==> src/rtl/divider_arbiter.sv <==
// Round-robin front end that shares one iterative divider between NUM_REQ requesters,
// keeping a single operation outstanding and returning results over a valid/ready port.
module divider_arbiter #(
    parameter int exp_width  = 8,
    parameter int mant_width = 24,
    parameter int NUM_REQ    = 4,
    localparam int total_width = exp_width + mant_width,
    localparam int ID_W        = $clog2(NUM_REQ)
) (
    input  logic                           clk_i,
    input  logic                           rst_i,
    input  logic [NUM_REQ-1:0]             req_valid_i,
    output logic [NUM_REQ-1:0]             req_ready_o,
    input  logic [NUM_REQ*total_width-1:0] req_a_i,
    input  logic [NUM_REQ*total_width-1:0] req_b_i,
    input  logic [NUM_REQ*3-1:0]           req_round_mode_i,
    input  logic [NUM_REQ-1:0]             req_cancel_i,
    output logic [NUM_REQ-1:0]             resp_valid_o,
    input  logic [NUM_REQ-1:0]             resp_ready_i,
    output logic [total_width-1:0]         resp_data_o,
    output logic [4:0]                     resp_exc_o,
    output logic                           busy_o,
    output logic                           div_in_valid_o,
    output logic [total_width-1:0]         div_a_o,
    output logic [total_width-1:0]         div_b_o,
    output logic [2:0]                     div_round_mode_o,
    output logic                           div_cancel_o,
    input  logic                           div_in_ready_i,
    input  logic                           div_out_valid_i,
    input  logic [total_width-1:0]         div_out_i,
    input  logic [4:0]                     div_exceptions_i
);

    // state | meaning
    // IDLE  | waiting for any req_valid, grant round-robin from rr_ptr
    // ISSUE | presenting latched operands to the divider
    // WAIT  | operation in flight, waiting for div_out_valid
    // RESP  | result held for the owner until resp_ready
    typedef enum logic [1:0] {IDLE, ISSUE, WAIT, RESP} state_t;

    state_t                 state_q, state_d;
    logic [ID_W-1:0]        owner_q, owner_d;
    logic [ID_W-1:0]        rr_ptr_q, rr_ptr_d;
    logic [total_width-1:0] a_q, a_d;
    logic [total_width-1:0] b_q, b_d;
    logic [2:0]             rm_q, rm_d;
    logic [total_width-1:0] res_q, res_d;
    logic [4:0]             exc_q, exc_d;

    logic [total_width-1:0] a_arr  [NUM_REQ];
    logic [total_width-1:0] b_arr  [NUM_REQ];
    logic [2:0]             rm_arr [NUM_REQ];

    logic                   found;
    logic [ID_W-1:0]        winner;
    logic [ID_W-1:0]        ptr_after_owner;

    for (genvar g = 0; g < NUM_REQ; g++) begin : g_unpack
        assign a_arr[g]  = req_a_i[g*total_width +: total_width];
        assign b_arr[g]  = req_b_i[g*total_width +: total_width];
        assign rm_arr[g] = req_round_mode_i[g*3 +: 3];
    end

    function automatic logic [ID_W-1:0] wrap_add(input logic [ID_W-1:0] base, input int off);
        int sum;
        sum = int'(base) + off;
        if (sum >= NUM_REQ) begin
            sum = sum - NUM_REQ;
        end
        return ID_W'(sum);
    endfunction

    // First set req_valid bit at or above rr_ptr, wrapping modulo NUM_REQ.
    always_comb begin
        found  = 1'b0;
        winner = '0;
        for (int k = 0; k < NUM_REQ; k++) begin
            if (!found && req_valid_i[wrap_add(rr_ptr_q, k)]) begin
                found  = 1'b1;
                winner = wrap_add(rr_ptr_q, k);
            end
        end
    end

    assign ptr_after_owner = wrap_add(owner_q, 1);

    always_comb begin
        state_d        = state_q;
        owner_d        = owner_q;
        rr_ptr_d       = rr_ptr_q;
        a_d            = a_q;
        b_d            = b_q;
        rm_d           = rm_q;
        res_d          = res_q;
        exc_d          = exc_q;
        req_ready_o    = '0;
        resp_valid_o   = '0;
        div_in_valid_o = 1'b0;
        div_cancel_o   = 1'b0;
        case (state_q)
            IDLE: begin
                if (found) begin
                    req_ready_o[winner] = 1'b1;
                    owner_d             = winner;
                    a_d                 = a_arr[winner];
                    b_d                 = b_arr[winner];
                    rm_d                = rm_arr[winner];
                    state_d             = ISSUE;
                end
            end
            ISSUE: begin
                // A cancel here withdraws the operation before the divider ever sees it.
                if (req_cancel_i[owner_q]) begin
                    rr_ptr_d = ptr_after_owner;
                    state_d  = IDLE;
                end else begin
                    div_in_valid_o = 1'b1;
                    if (div_in_ready_i) begin
                        state_d = WAIT;
                    end
                end
            end
            WAIT: begin
                if (req_cancel_i[owner_q]) begin
                    div_cancel_o = 1'b1;
                    rr_ptr_d     = ptr_after_owner;
                    state_d      = IDLE;
                end else if (div_out_valid_i) begin
                    res_d   = div_out_i;
                    exc_d   = div_exceptions_i;
                    state_d = RESP;
                end
            end
            RESP: begin
                resp_valid_o[owner_q] = 1'b1;
                if (resp_ready_i[owner_q]) begin
                    rr_ptr_d = ptr_after_owner;
                    state_d  = IDLE;
                end
            end
            default: begin
                state_d = IDLE;
            end
        endcase
    end

    always_ff @(posedge clk_i) begin
        if (rst_i) begin
            state_q  <= IDLE;
            owner_q  <= '0;
            rr_ptr_q <= '0;
            a_q      <= '0;
            b_q      <= '0;
            rm_q     <= '0;
            res_q    <= '0;
            exc_q    <= '0;
        end else begin
            state_q  <= state_d;
            owner_q  <= owner_d;
            rr_ptr_q <= rr_ptr_d;
            a_q      <= a_d;
            b_q      <= b_d;
            rm_q     <= rm_d;
            res_q    <= res_d;
            exc_q    <= exc_d;
        end
    end

    assign busy_o           = (state_q != IDLE);
    assign div_a_o          = a_q;
    assign div_b_o          = b_q;
    assign div_round_mode_o = rm_q;
    assign resp_data_o      = res_q;
    assign resp_exc_o       = exc_q;

endmodule

==> config.mk <==
export PLATFORM = sky130hd
export DESIGN_NAME = divider_arbiter
export DESIGN_NICKNAME = d
export VERILOG_FILES = /design/src/rtl/divider_arbiter.sv
export SDC_FILE = /design/constraint.sdc
export NUM_CORES = 1
export LEC_CHECK = 0
export ABC_AREA = 0
export BUFFER_PORTS_ARGS = -buffer_cell sky130_fd_sc_hd__buf_2
export CAP_MARGIN = 20
export CORE_AREA = 5 5 167 169
export CTS_CLUSTER_DIAMETER = 150
export DETAILED_ROUTE_END_ITERATION = 10
export DIE_AREA = 0 0 172 174
export PLACE_DENSITY_LB_ADDON = 0.05
export SETUP_SLACK_MARGIN = 0.1
export SYNTH_ARGS = -nofsm -noshare
export SYNTH_HDL_FRONTEND = slang
export SYNTH_SLANG_ARGS = --single-unit
==> constraint.sdc <==
create_clock -name clk_i -period 2.8 [get_ports clk_i]
set_clock_uncertainty 0.2 [all_clocks]
set_input_delay 0.42 -clock clk_i [delete_from_list [all_inputs] [get_ports clk_i]]
set_output_delay 0.42 -clock clk_i [all_outputs]
set_load 0.005 [all_outputs]
==> results.yml <==
worst_setup_path:
  ff2ff_setup_slack_ns: 0.41
  critPathMaxFanout: 132
  crit_required_ns: 2.83
  end_kind: "flop"
  arrival_ns: 2.43
  path_cells: "nor2b_1, or4_4, buf_12, and3_1, o32ai_1, a21oi_1"
  slowest_delay_ns: 0.57
  startpoint_type: "flop"
  cpMaxStageDelayCell: "or4_4"
  critical_path_class: "reg -> reg"
cells_and_area:
  drive_gt1_share_pct: 35.3
  final_common_cell: "buf_2"
  syn_to_final_growth_pct: 36.5
  nets: 1700
  most-common-layout-cells: "buf_2, and3_1, a21boi_0"
clock_network:
  cts.sinks: 110
  cts_made_buffers: 9
  cts-root-buf: "clkbuf_16"
  clock_latency_ns: 0.36
  cts_tree: "done"
  postCtsHoldBufs: 0
  cts_resized: 0
  clock_path_buffers: 2
  htreeDepth: 3
  postCtsSetupBuffers: 0
  path_clk_slew_ns: 0.09
routing:
  ant_nets: 0
  first_pass_iters: 4
  wl_per_cell_um: 19.0
  wl_um: 32800
  drtIter0Drc: 420
  drcViolationCount: 0
  vias_per_cell: 5.09
  dr_total_vias: 8767
power_and_ir_drop:
  p_per_area_mw_per_mm2: 461
  peakVddDrop_v: 0.000244
  p_leak_nw: 5.13
logic_synthesis:
  ys_types: 36
  synth_edf_count: 0
  synthArstFlopShare_pct: 0
  yosysSeqAreaShare_pct: 28.9
  syn_nets: 1343
  synth_warnings: 0
  netlist_area_mm2: 0.00762
  yosys_register_bits: 110
  postSynthCellCount: 1014
  synth_top_flop_cell: "dfxtp_1"
  syn_avg_cell_area_um2: 7.51
floorplan:
  dieArea_mm2: 0.0299
  ios: 436
  die_y_um: 174
  die_w_um: 172
  initial_utilization_pct: 28.8
  core_mm2: 0.0264
  rows: 60
sta:
  rsz0062_at_grt: "no"
  max_clock_freq_mhz: 418
  hold_viol_final: 0
  holdWs_ns: 0.0788
  fin_crit_sh_pct: 85.5
  tightest_slew_ns: 0.733
  setup_tns_ns: 0
  maxSlewViolCount: 0
  period_needed_ns: 2.39
  relSlewSlack_pct: 51.2
  finalSetupViolCount: 0
place:
  hpwl_um: 23900
  gp_congestion: 0.808
  io_buffers: 435
hold_path:
  hp-class: "in -> reg"
global_route:
  met3_usage_pct: 6.98
  top_usage_layer: "met2"
  grt_use_total_pct: 20.6
  antenna_found_initial: 15
  gr-total-overflow: 0
  use_met1_pct: 25.3
  grt_util_met2_pct: 34.8
  grt_start_max_net_pins: 133
  grt_pass1_wl_um: 49300
  grt_pass1_vias: 8555
status:
  outcome: "finished clean"
flow_run:
  drv_cap: 0
-- final timing paths --
path	start	cells after the start	to
worst max-delay path	rr_ptr_q[0]$_SDFFE_PP0P_	6	div_a_o[13]$_SDFFE_PP0P_
worst min-delay path	div_out_i[27]	3	resp_data_o[27]$_SDFFE_PP0P_
worst max register to register	rr_ptr_q[0]$_SDFFE_PP0P_	6	div_a_o[13]$_SDFFE_PP0P_
worst min register to register	resp_exc_o[4]$_SDFFE_PP0P_	2	resp_exc_o[4]$_SDFFE_PP0P_
-- cells in the mapped netlist (all sizes together), types with 2 or more instances --
master	number	area (um^2)
a21boi	132	991
a21oi	109	546
and2	72	450
and3	199	1240
buf	19	146
clkbuf	94	354
dfxtp	110	2200
ha	8	100
inv	8	30.0
mux2i	4	40.0
mux4	2	45.0
nand2	85	319
nand2b	3	18.8
nor2	15	58.8
nor2b	5	31.3
o21ai	68	340
o32ai	66	578
or2	2	12.5
-- logic make-up after synthesis --
family / share of synthesized area [%]
AND/OR/NAND/NOR: 28.4
buffers and inverters: 6.96
multiplexers: 1.12
adder cells (fa/ha/maj): 1.31
flip-flops: 28.9
AO/OA/AOI/OAI: 33.3
-- report_power, final --
| part | total [mW] | switching (mW) | internal, mW | leakage [nW] |
|---|---|---|---|---|
| Clock | 1.34 | 0.713 | 0.629 | 0.144 |
| Sequential | 1.81 | 0.0966 | 1.71 | 0.899 |
| Combinational | 1.65 | 0.879 | 0.766 | 4.09 |
-- critical path, delay by kind of cell (launching register included) --
kind,cells,cell delay (ns)
AND/OR/NAND/NOR,3,0.94
flip-flops,1,0.40
AO/OA/AOI/OAI,2,0.38
buffers and inverters,1,0.22
-- cell type report --
cell class	count	area, um^2
clock buffers	9	225
inverters	8	30.0
fillers	2910	16000
flip-flops and latches	110	2200
diodes	5	12.5
repair buffers	459	2530
clock inverters	7	62.6
well taps	341	427
multi-input cells	783	4910
-- metrics by stage --
| stage | utilization (%) | power [mW] | cells | area (um^2) | worst slack [ns] |
|---|---|---|---|---|---|
| after CTS | 39.3 | 4.88 | 1717 | 10400 | 0.401 |
| after detailed placement | 38.2 | 3.51 | 1701 | 10100 | 0.276 |
| final | 39.4 | 4.80 | 1722 | 10400 | 0.405 |
| after global routing | 39.4 | 5.13 | 1722 | 10400 | 0.216 |
| after floorplan | - | 2.79 | 1014 | 7620 | 0.637 |
| after global placement | 38.2 | 3.50 | 1701 | 10100 | 0.284 |
-- flip-flops by register name, summed over array words and instances (netlist names) --
register	cells
div_a_o	32
div_b_o	32
div_round_mode_o	3
owner_q	2
resp_data_o	32
resp_exc_o	5
rr_ptr_q	2
state_q	2
-- routing by layer --
| metal | up-vias | wire length, um |
|---|---|---|
| met5 | - | 138 |
| met4 | 20 | 364 |
| met3 | 37 | 2890 |
| met2 | 281 | 16000 |
| met1 | 4015 | 13400 |
| li1 | 4414 | - |
Power figures use the tool's default switching activity.
